<file path="src/rtl/wb_arb_pkg.sv">
// Shared types and constants for the 2:1 Wishbone arbiter.
// Round-robin arbitration is enabled by defining WB_ARB_ROUND_ROBIN_EN.
package wb_arb_pkg;

    typedef enum logic [1:0] {
        IDLE = 2'd0,
        REQ  = 2'd1,
        WAIT = 2'd2
    } arb_state_e;

    localparam int unsigned TIMEOUT_CYCLES_DEFAULT = 255;
    localparam int unsigned TMR_WIDTH              = 10;

endpackage : wb_arb_pkg

</file>
<file path="src/rtl/wb_arb_timer.sv">
// Slave-response timeout counter: clears while not waiting, counts while waiting,
// and flags terminal count once TERMINAL wait cycles have elapsed.
module wb_arb_timer
    import wb_arb_pkg::*;
#(
    parameter int unsigned TERMINAL = TIMEOUT_CYCLES_DEFAULT
) (
    input  logic clk_i,
    input  logic rst_i,
    input  logic clear_i,
    input  logic enable_i,
    output logic tc_o
);

    logic [TMR_WIDTH-1:0] cnt_q;
    logic [TMR_WIDTH-1:0] cnt_d;

    assign tc_o = (cnt_q == TMR_WIDTH'(TERMINAL));

    // Saturates at terminal count so a stuck enable never wraps back to zero.
    always_comb begin
        cnt_d = cnt_q;
        if (clear_i) begin
            cnt_d = '0;
        end else if (enable_i && !tc_o) begin
            cnt_d = cnt_q + TMR_WIDTH'(1);
        end
    end

    always_ff @(posedge clk_i) begin
        if (rst_i) begin
            cnt_q <= '0;
        end else begin
            cnt_q <= cnt_d;
        end
    end

endmodule : wb_arb_timer

</file>
<file path="src/rtl/wb_arbiter_2to1.sv">
// Two-master to one-slave pipelined Wishbone arbiter with response timeout.
// Define WB_ARB_ROUND_ROBIN_EN for round-robin ties; otherwise master 0 has priority.
module wb_arbiter_2to1
    import wb_arb_pkg::*;
#(
    parameter int          ADDR_WIDTH     = 32,
    parameter int          DATA_WIDTH     = 32,
    parameter int unsigned TIMEOUT_CYCLES = TIMEOUT_CYCLES_DEFAULT
) (
    input  logic                    wb_clk_i,
    input  logic                    wb_rst_i,

    input  logic                    m0_wb_cyc_i,
    input  logic                    m0_wb_stb_i,
    input  logic                    m0_wb_we_i,
    input  logic [ADDR_WIDTH-1:0]   m0_wb_adr_i,
    input  logic [DATA_WIDTH-1:0]   m0_wb_dat_i,
    input  logic [DATA_WIDTH/8-1:0] m0_wb_sel_i,
    output logic                    m0_wb_stall_o,
    output logic                    m0_wb_ack_o,
    output logic                    m0_wb_err_o,
    output logic [DATA_WIDTH-1:0]   m0_wb_dat_o,

    input  logic                    m1_wb_cyc_i,
    input  logic                    m1_wb_stb_i,
    input  logic                    m1_wb_we_i,
    input  logic [ADDR_WIDTH-1:0]   m1_wb_adr_i,
    input  logic [DATA_WIDTH-1:0]   m1_wb_dat_i,
    input  logic [DATA_WIDTH/8-1:0] m1_wb_sel_i,
    output logic                    m1_wb_stall_o,
    output logic                    m1_wb_ack_o,
    output logic                    m1_wb_err_o,
    output logic [DATA_WIDTH-1:0]   m1_wb_dat_o,

    output logic                    s_wb_cyc_o,
    output logic                    s_wb_stb_o,
    output logic                    s_wb_we_o,
    output logic [ADDR_WIDTH-1:0]   s_wb_adr_o,
    output logic [DATA_WIDTH-1:0]   s_wb_dat_o,
    output logic [DATA_WIDTH/8-1:0] s_wb_sel_o,
    input  logic                    s_wb_ack_i,
    input  logic                    s_wb_err_i,
    input  logic                    s_wb_stall_i,
    input  logic [DATA_WIDTH-1:0]   s_wb_dat_i
);

    arb_state_e                state_q, state_d;
    logic                      grant_q, grant_d;
    logic                      we_q, we_d;
    logic [ADDR_WIDTH-1:0]     adr_q, adr_d;
    logic [DATA_WIDTH-1:0]     dat_q, dat_d;
    logic [DATA_WIDTH/8-1:0]   sel_q, sel_d;
`ifdef WB_ARB_ROUND_ROBIN_EN
    logic                      last_grant_q, last_grant_d;
`endif

    logic req0, req1, any_req, winner;
    logic slave_done, tc, timeout, active, latch;
    logic m0_sel, m1_sel;

    assign req0       = m0_wb_cyc_i && m0_wb_stb_i;
    assign req1       = m1_wb_cyc_i && m1_wb_stb_i;
    assign any_req    = req0 || req1;
    assign slave_done = s_wb_ack_i || s_wb_err_i;

    // winner=1 selects master 1; only meaningful while any_req is set.
`ifdef WB_ARB_ROUND_ROBIN_EN
    assign winner = (req0 && req1) ? !last_grant_q : req1;
`else
    assign winner = !req0;
`endif

    wb_arb_timer #(
        .TERMINAL (TIMEOUT_CYCLES)
    ) u_timer (
        .clk_i    (wb_clk_i),
        .rst_i    (wb_rst_i),
        .clear_i  (state_q != WAIT),
        .enable_i (state_q == WAIT),
        .tc_o     (tc)
    );

    assign timeout = (state_q == WAIT) && tc && !slave_done;

    always_comb begin
        state_d = state_q;
        grant_d = grant_q;
        we_d    = we_q;
        adr_d   = adr_q;
        dat_d   = dat_q;
        sel_d   = sel_q;
`ifdef WB_ARB_ROUND_ROBIN_EN
        last_grant_d = last_grant_q;
`endif
        unique case (state_q)
            IDLE: begin
                if (any_req) begin
                    grant_d = winner;
                    we_d    = winner ? m1_wb_we_i  : m0_wb_we_i;
                    adr_d   = winner ? m1_wb_adr_i : m0_wb_adr_i;
                    dat_d   = winner ? m1_wb_dat_i : m0_wb_dat_i;
                    sel_d   = winner ? m1_wb_sel_i : m0_wb_sel_i;
`ifdef WB_ARB_ROUND_ROBIN_EN
                    last_grant_d = winner;
`endif
                    state_d = REQ;
                end
            end
            REQ: begin
                if (slave_done) begin
                    state_d = IDLE;
                end else if (!s_wb_stall_i) begin
                    state_d = WAIT;
                end
            end
            WAIT: begin
                if (slave_done || tc) begin
                    state_d = IDLE;
                end
            end
            default: state_d = IDLE;
        endcase
    end

    always_ff @(posedge wb_clk_i) begin
        if (wb_rst_i) begin
            state_q <= IDLE;
            grant_q <= 1'b0;
            we_q    <= 1'b0;
            adr_q   <= '0;
            dat_q   <= '0;
            sel_q   <= '0;
`ifdef WB_ARB_ROUND_ROBIN_EN
            last_grant_q <= 1'b1;
`endif
        end else begin
            state_q <= state_d;
            grant_q <= grant_d;
            we_q    <= we_d;
            adr_q   <= adr_d;
            dat_q   <= dat_d;
            sel_q   <= sel_d;
`ifdef WB_ARB_ROUND_ROBIN_EN
            last_grant_q <= last_grant_d;
`endif
        end
    end

    assign active     = (state_q != IDLE);
    assign s_wb_cyc_o = active;
    assign s_wb_stb_o = (state_q == REQ);
    assign s_wb_we_o  = we_q;
    assign s_wb_adr_o = adr_q;
    assign s_wb_dat_o = dat_q;
    assign s_wb_sel_o = sel_q;

    // Responses are gated by reset so a late slave ack never leaks out.
    assign m0_sel = active && !grant_q && !wb_rst_i && m0_wb_cyc_i;
    assign m1_sel = active &&  grant_q && !wb_rst_i && m1_wb_cyc_i;

    assign m0_wb_ack_o = s_wb_ack_i && m0_sel;
    assign m1_wb_ack_o = s_wb_ack_i && m1_sel;
    assign m0_wb_err_o = (s_wb_err_i || timeout) && m0_sel;
    assign m1_wb_err_o = (s_wb_err_i || timeout) && m1_sel;

    assign m0_wb_dat_o = s_wb_dat_i;
    assign m1_wb_dat_o = s_wb_dat_i;

    assign latch         = (state_q == IDLE) && any_req && !wb_rst_i;
    assign m0_wb_stall_o = !(latch && !winner);
    assign m1_wb_stall_o = !(latch &&  winner);

endmodule : wb_arbiter_2to1
</file>
<file path="config.mk">
export PLATFORM = sky130hd
export DESIGN_NAME = wb_arbiter_2to1
export DESIGN_NICKNAME = d
export VERILOG_FILES = /design/src/rtl/wb_arb_pkg.sv /design/src/rtl/wb_arb_timer.sv /design/src/rtl/wb_arbiter_2to1.sv
export SDC_FILE = /design/constraint.sdc
export NUM_CORES = 1
export LEC_CHECK = 0
export ABC_AREA = 1
export CORE_MARGIN = 8
export CORE_UTILIZATION = 32
export DETAILED_ROUTE_END_ITERATION = 10
export GPL_ROUTABILITY_DRIVEN = 0
export PLACE_DENSITY = 0.79
export SYNTH_ARGS = -nofsm -noshare
export SYNTH_HDL_FRONTEND = slang
export SYNTH_SLANG_ARGS = --single-unit
</file>
<file path="constraint.sdc">
create_clock -name wb_clk_i -period 1.47 [get_ports wb_clk_i]
set_input_delay 0.3675 -clock wb_clk_i [delete_from_list [all_inputs] [get_ports wb_clk_i]]
set_output_delay 0.3675 -clock wb_clk_i [all_outputs]
set_load 0.01 [all_outputs]
</file>
==> results of run 1 <==
[timing repair]
action	in CTS	in global routing
resized for setup	127	37
setup endpoints to repair	146	55
buffers inserted	4	1
hold buffers	0	0
cloned	0	3
pin swaps	12	6
[layout by cell type (no fill, tap or decap), types with 4 or more instances in the layout]
cell             instances
nand2_1                174
buf_6                    6
dfxtp_2                  4
nor2_1                  56
buf_4                   35
nand4_1                  4
nand3_1                  9
buf_2                    7
clkbuf_16               12
a21oi_2                 54
nor2_2                  24
inv_1                   16
dlygate4sd2_1           73
nor2_4                   4
dfxtp_1                 78
clkdlybuf4s50_1        141
a21oi_1                 96
nand2_2                  4
[final cells by class]
class / count / area share, %
flip-flops and latches: 82 / 23.1
multi-input cells: 439 / 31.8
clock buffers: 12 / 3.61
well taps: 180 / 3.17
clock inverters: 4 / 0.704
repair buffers: 269 / 36.3
diodes: 1 / 0.0352
inverters: 21 / 1.21
[metrics by stage]
step           std cells  instance area (um^2)  setup slack, ns  util (%)  hold slack (ns)
4_1_cts             1003                  6870           -0.417      49.9            0.476
5_1_grt             1007                  7110           -0.490      51.6            0.498
3_3_place_gp         983                  6600           -0.710      47.9            0.464
3_5_place_dp         983                  6600           -0.736      47.9            0.473
6_report            1008                  7110           -0.391      51.6            0.477
2_1_floorplan        644                  4500          -0.0578         -            0.462
[kinds of logic after synthesis]
family	Yosys count	share of synthesized area, %
AO/OA/AOI/OAI	155	19.7
XOR/XNOR	3	0.588
adder cells (fa/ha/maj)	1	0.280
buffers and inverters	123	16.9
flip-flops	82	36.7
AND/OR/NAND/NOR	280	25.8
[power by group]
| part | internal (uW) | switching (uW) |
|---|---|---|
| clock | 1410 | 910 |
| combinational | 783 | 717 |
| sequential | 2360 | 74.6 |
| total | 4550 | 1700 |
[tightest hold or removal path, stage by stage, from the launching register on]
cell and delay, ns:
dfxtp_1 0.32, a21oi_1 0.06, nor2_1 0.07
[how the worst min path moves through the flow]
stage	end	slack (ns)	depth (start not counted)
3_5_place_dp	s_wb_adr_o[29]	0.47	2
2_1_floorplan	grant_q	0.46	2
3_3_place_gp	s_wb_adr_o[3]	0.46	2
4_1_cts	state_q[1]	0.48	5
6_report	s_wb_adr_o[13]	0.48	2
5_1_grt	s_wb_adr_o[25]	0.50	2
[metal layers]
layer  up-vias  global-route usage [%]
met5         -                       0
met4         0                    8.61
met3        58                    7.48
met2       190                    26.1
met1      2095                    16.4
li1       2358                       -
[registers in the layout, indices dropped and copies added, names as in the netlist]
name	flops
grant_q	1
s_wb_adr_o	32
s_wb_dat_o	32
s_wb_sel_o	4
u_timer.cnt_q	10
state_q	2
s_wb_we_o	1
==> flow_summary_export.csv, run 1 <==
group,metric,value,unit
run_status,outcome,"finished, violations left",
run_status,violations,"negative setup slack",
global_routing,grt_antenna_before_repair,1,
global_routing,grt_pass1_vias,4455,
clock_network,clock_latency,0.33,ns
detailed_routing,highest_layer,"met4",
sta,fmax,537,MHz
critical_path,crit_end,"m1_wb_err_o",
sta,clock_skew,0.00430,ns
clock_network,path_clk_slew,0.06,ns
sta,fin_crit,1.86,ns
clock_network,cts_buffer_depth,2,
sta,finalHoldViolations,0,
global_routing,grt_max_degree,76,
finish,multi_input_area,2260,um^2
sta,slew_viol_final,0,
global_routing,grt_util_all_layers,15.9,%
critical_path,slowest_delay,0.35,ns
worst_hold_path,hold_start,"s_wb_adr_o[13]",
detailed_routing,final_antenna_net_count,0,
yosys,avgSynthCellArea,6.94,um^2
die,io_pins,320,
detailed_routing,routed_via_density,4.66,
critical_path,critPathBufInv,2,
critical_path,reg2reg_depth,7,
detailed_routing,met2WireLength,7440,um
global_routing,grt_pass1_wl,22900,um
die,start_util,32.5,%
detailed_routing,vias,4701,
die,core_area,13800,um^2
critical_path,path_common_cell,"nor2_4",
critical_path,r2r_start,"state_q[1]",
power,power.density,879,nW/um^2
flow_run,timing.max_cap.violations,0,
detailed_routing,wl_met3,1660,um
finish,layout.area.seq,1650,um^2
finish,fillerInstances,1351,
critical_path,reg2reg_setup_slack,0.03,ns
clock_network,clock_sinks,82,
critical_path,arrival,1.49,ns
yosys,synth_top_area_share,36.7,%
critical_path,critical_path.cell_chain,"ha_4 > inv_2 > nor2_4 > nand2_2 > nor2_4 > nand3_2 > a21oi_2 > buf_2",
yosys,synth_most_common_cell,"nand2_1",
critical_path,critPathLaunch,"u_timer.cnt_q[0]",
global_routing,overflow,0,
yosys,syn_inst,644,
critical_path,crit_cells,8,
critical_path,cp_top_family,"simple AND/OR/NAND/NOR gates",
yosys,yosys_warnings,0,
yosys,synth_area,4470,um^2
critical_path,path_max_fanout,2,
sta,min_period_over_period,127,%
clock_network,cts_made_buffers,9,
yosys,synth_cell_types,22,
die,die-area,18000,um^2
detailed_routing,first_pass_iters,4,
power,p_leak,0.00308,uW
yosys,syn_nets,824,
yosys,synthFlopType,"dfxtp_1",
power,power,6250,uW
detailed_routing,routed_wl,15800,um
die,die_w,134,um
yosys,ys_seq_area_share,36.7,%
yosys,synthTopCellsByCount,"nand2_1 (177), a21oi_1 (123), dfxtp_1 (82)",
sta,worst_slew_pin_slew,0.542,ns
worst_hold_path,min_path_type,"reg2reg",
yosys,synth.area.top_cells,"dfxtp_1 (37%), nand2_1 (15%), a21oi_1 (14%)",
clock_network,htree_num_levels,3,
critical_path,r2r-end,"s_wb_adr_o[25]",
clock_network,cts_tree,"yes",
sta,postLayoutSetupSlackWorst,-0.391,ns
yosys,synth_seq_cells,82,
critical_path,cp-end-kind,"output port",
critical_path,crit_path_top_delay_cell,"dfxtp_2",
yosys,synth_largest_area_cell,"dfxtp_1",
yosys,synth_edf_count,0,
detailed_routing,drtIter0Drc,197,
sta,setup-violations-final,7,
critical_path,setup.worst_path.start_class,"register",
place,dp_hpwl,11400,um
power,ir_worst_vdd,593,uV
finish,areaGrowthSynthToFinish,59.1,%
clock_network,cts-root-buf,"clkbuf_16",
detailed_routing,drc,0,
sta,max-slew-margin-rel,63.9,%
critical_path,critical_path_required,1.10,ns
detailed_routing,wl_per_cell,15.7,um
sta,rsz0062_at_grt,"true",
die,placementRows,43,
sta,finalSetupTns,-1.78,ns
place,io_buffers,223,
finish,drive_gt1_share,20.8,%
critical_path,worstSetupPathType,"reg2out",
detailed_routing,wl_met1,6070,um
finish,fin_nets,1002,
die,die_height,134,um
yosys,synthArstFlopShare,0,%
Note: power is estimated with default switching activity, not from simulation.
==> inputs of run 2 (changes only) <==
--- a/config.mk
+++ b/config.mk
@@ -10,7 +10,7 @@
 export CORE_UTILIZATION = 32
 export DETAILED_ROUTE_END_ITERATION = 10
 export GPL_ROUTABILITY_DRIVEN = 0
-export PLACE_DENSITY = 0.79
+export PLACE_DENSITY = 0.76
 export SYNTH_ARGS = -nofsm -noshare
 export SYNTH_HDL_FRONTEND = slang
 export SYNTH_SLANG_ARGS = --single-unit
==> flow_summary_export.csv, run 2 (synthesis gave the netlist of run 1 again) <==
group,metric,value,unit
sta,slew_viol_final,0,
sta,setup-violations-final,63,
run_status,violations,"negative setup slack",
die,start_util,32.5,%
clock_network,clock_latency,0.34,ns
clock_network,holdBufCountCts,0,
die,placementRows,43,
detailed_routing,wl_per_cell,18.2,um
finish,final_cell_mix,"nand2_1 (174), clkdlybuf4s50_1 (141), a21oi_2 (85), dfxtp_1 (78), dlygate4sd2_1 (73)",
power,power,6860,uW
power,p_int,4850,uW
finish,fin_nets,1024,
critical_path,path_max_fanout,2,
clock_network,cts-root-buf,"clkbuf_16",
sta,max-slew-margin-rel,71.8,%
die,die-area,18000,um^2
sta,postLayoutSetupSlackWorst,-0.395,ns
global_routing,grt_pass1_wl,24400,um
place,io_buffers,223,
clock_network,clock_sinks,82,
die,die_height,134,um
die,die_w,134,um
sta,rsz0062_at_grt,"true",
power,p_comb_share,31.0,%
clock_network,cts_buffer_depth,2,
detailed_routing,drc,0,
place,dp_hpwl,10800,um
flow_run,timing.max_cap.violations,0,
worst_hold_path,worstHoldEndpoint,"s_wb_adr_o[22]",
power,power_frac_seq,35.7,%
critical_path,setup.worst_path.start_class,"register",
critical_path,r2r_start,"state_q[1]",
finish,areaGrowthSynthToFinish,84.6,%
detailed_routing,first_pass_iters,4,
die,io_pins,320,
sta,worst_slew_pin_slew,0.423,ns
finish,antenna_cells,0,
critical_path,arrival,1.50,ns
die,core_area,13800,um^2
clock_network,htree_num_levels,3,
power,switchingPower,2020,uW
clock_network,path_clk_slew,0.06,ns
global_routing,grt_antenna_before_repair,0,
critical_path,reg2reg_depth,9,
detailed_routing,drtIter0Drc,174,
sta,finalSetupTns,-4.23,ns
finish,final_common_cell,"nand2_1",
sta,fmax,536,MHz
detailed_routing,routed_via_density,4.84,
global_routing,grt_util_all_layers,16.9,%
run_status,outcome,"finished, violations left",
sta,finalHoldViolations,0,
critical_path,r2r-end,"s_wb_adr_o[16]",
global_routing,overflow,0,
critical_path,critical_path_required,1.10,ns
clock_network,cts_made_buffers,9,
power,power.density,831,nW/um^2
power,p_sw_share,29.4,%
detailed_routing,vias,4979,
worst_hold_path,min_path_type,"reg2reg",
clock_network,cts_tree,"yes",
sta,min_period_over_period,127,%
critical_path,worstSetupPathType,"reg2out",
power,p_leak,0.00342,uW
global_routing,grt_pass1_vias,4622,
worst_hold_path,hold_start,"s_wb_adr_o[22]",
detailed_routing,final_antenna_net_count,0,
sta,clock_skew,0.00821,ns
sta,fin_crit,1.87,ns
detailed_routing,routed_wl,18800,um
global_routing,grt_max_degree,72,
power,clkPwrFrac,33.3,%
finish,drive_gt1_share,31.6,%
critical_path,reg2reg_setup_slack,-0.07,ns
critical_path,cp-end-kind,"output port",
worst_hold_path,min_path_cells,2,
power,ir_worst_vdd,446,uV
run 2: cell type report:
| type | instances | area (um^2) |
|---|---|---|
| Fill cell | 1199 | 5520 |
| Timing Repair Buffer | 289 | 3120 |
| Multi-Input combinational cell | 440 | 2870 |
| Sequential cell | 82 | 1650 |
| Clock buffer | 11 | 243 |
| Tap cell | 180 | 225 |
| Inverter | 21 | 93.8 |
| Clock inverter | 5 | 53.8 |
| Timing Repair inverter | 1 | 8.76 |
run 2: power groups by stage:
stage | logic [uW] | clock network (uW) | registers (uW)
2_1_floorplan | 754 | 0 | 2540
3_3_place_gp | 1450 | 0 | 2470
3_5_place_dp | 1460 | 0 | 2480
4_1_cts | 1530 | 2340 | 2430
5_1_grt | 2260 | 2440 | 2470
6_report | 2130 | 2280 | 2450
run 2: repair_timing:
item | CTS | global route
pin swaps | 8 | 15
gates resized for setup | 139 | 158
endpoints found under the hold margin | 0 | 0
gates cloned | 5 | 22
buffers inserted | 5 | 5
endpoints found under the setup margin | 146 | 86
run 2: layer usage:
layer	up-vias	part of all wire [%]	track usage, %
met5	-	0	0
met4	0	3.5	8.36
met3	45	9.3	7.44
met2	216	48	28.3
met1	2298	39	17.9
li1	2420	-	-
run 2: worst max-delay path by stage:
stage                                 from       endpoint  slack, ns  depth (start not counted)
after floorplan           u_timer.cnt_q[1]    m0_wb_err_o      -0.06                          7
after global placement         m0_wb_cyc_i  m1_wb_stall_o      -0.73                          7
after detailed placement       m0_wb_cyc_i  m1_wb_stall_o      -0.74                          7
after CTS                 u_timer.cnt_q[1]    m1_wb_err_o      -0.41                          8
after global routing      u_timer.cnt_q[0]    m0_wb_err_o      -0.48                          8
final                     u_timer.cnt_q[0]    m1_wb_err_o      -0.40                          8
run 2: stage by stage:
| step | setup slack (ns) | std cells | area (um^2) | util, % | hold WS, ns |
|---|---|---|---|---|---|
| CTS | -0.410 | 1004 | 7030 | 51.1 | 0.483 |
| floorplan | -0.0578 | 644 | 4500 | - | 0.462 |
| detailed placement | -0.739 | 980 | 6600 | 47.9 | 0.474 |
| global route | -0.482 | 1029 | 8260 | 59.9 | 0.500 |
| finish | -0.395 | 1029 | 8260 | 59.9 | 0.479 |
| global placement | -0.729 | 980 | 6600 | 47.9 | 0.464 |
run 2: critical path, stage by stage (launching register included):
cell and delay, ns:
dfxtp_2 0.35, ha_4 0.14, inv_2 0.04, nor2_4 0.09, nand2_2 0.08, nor2_4 0.10
nand3_2 0.09, a21oi_2 0.13, buf_2 0.14
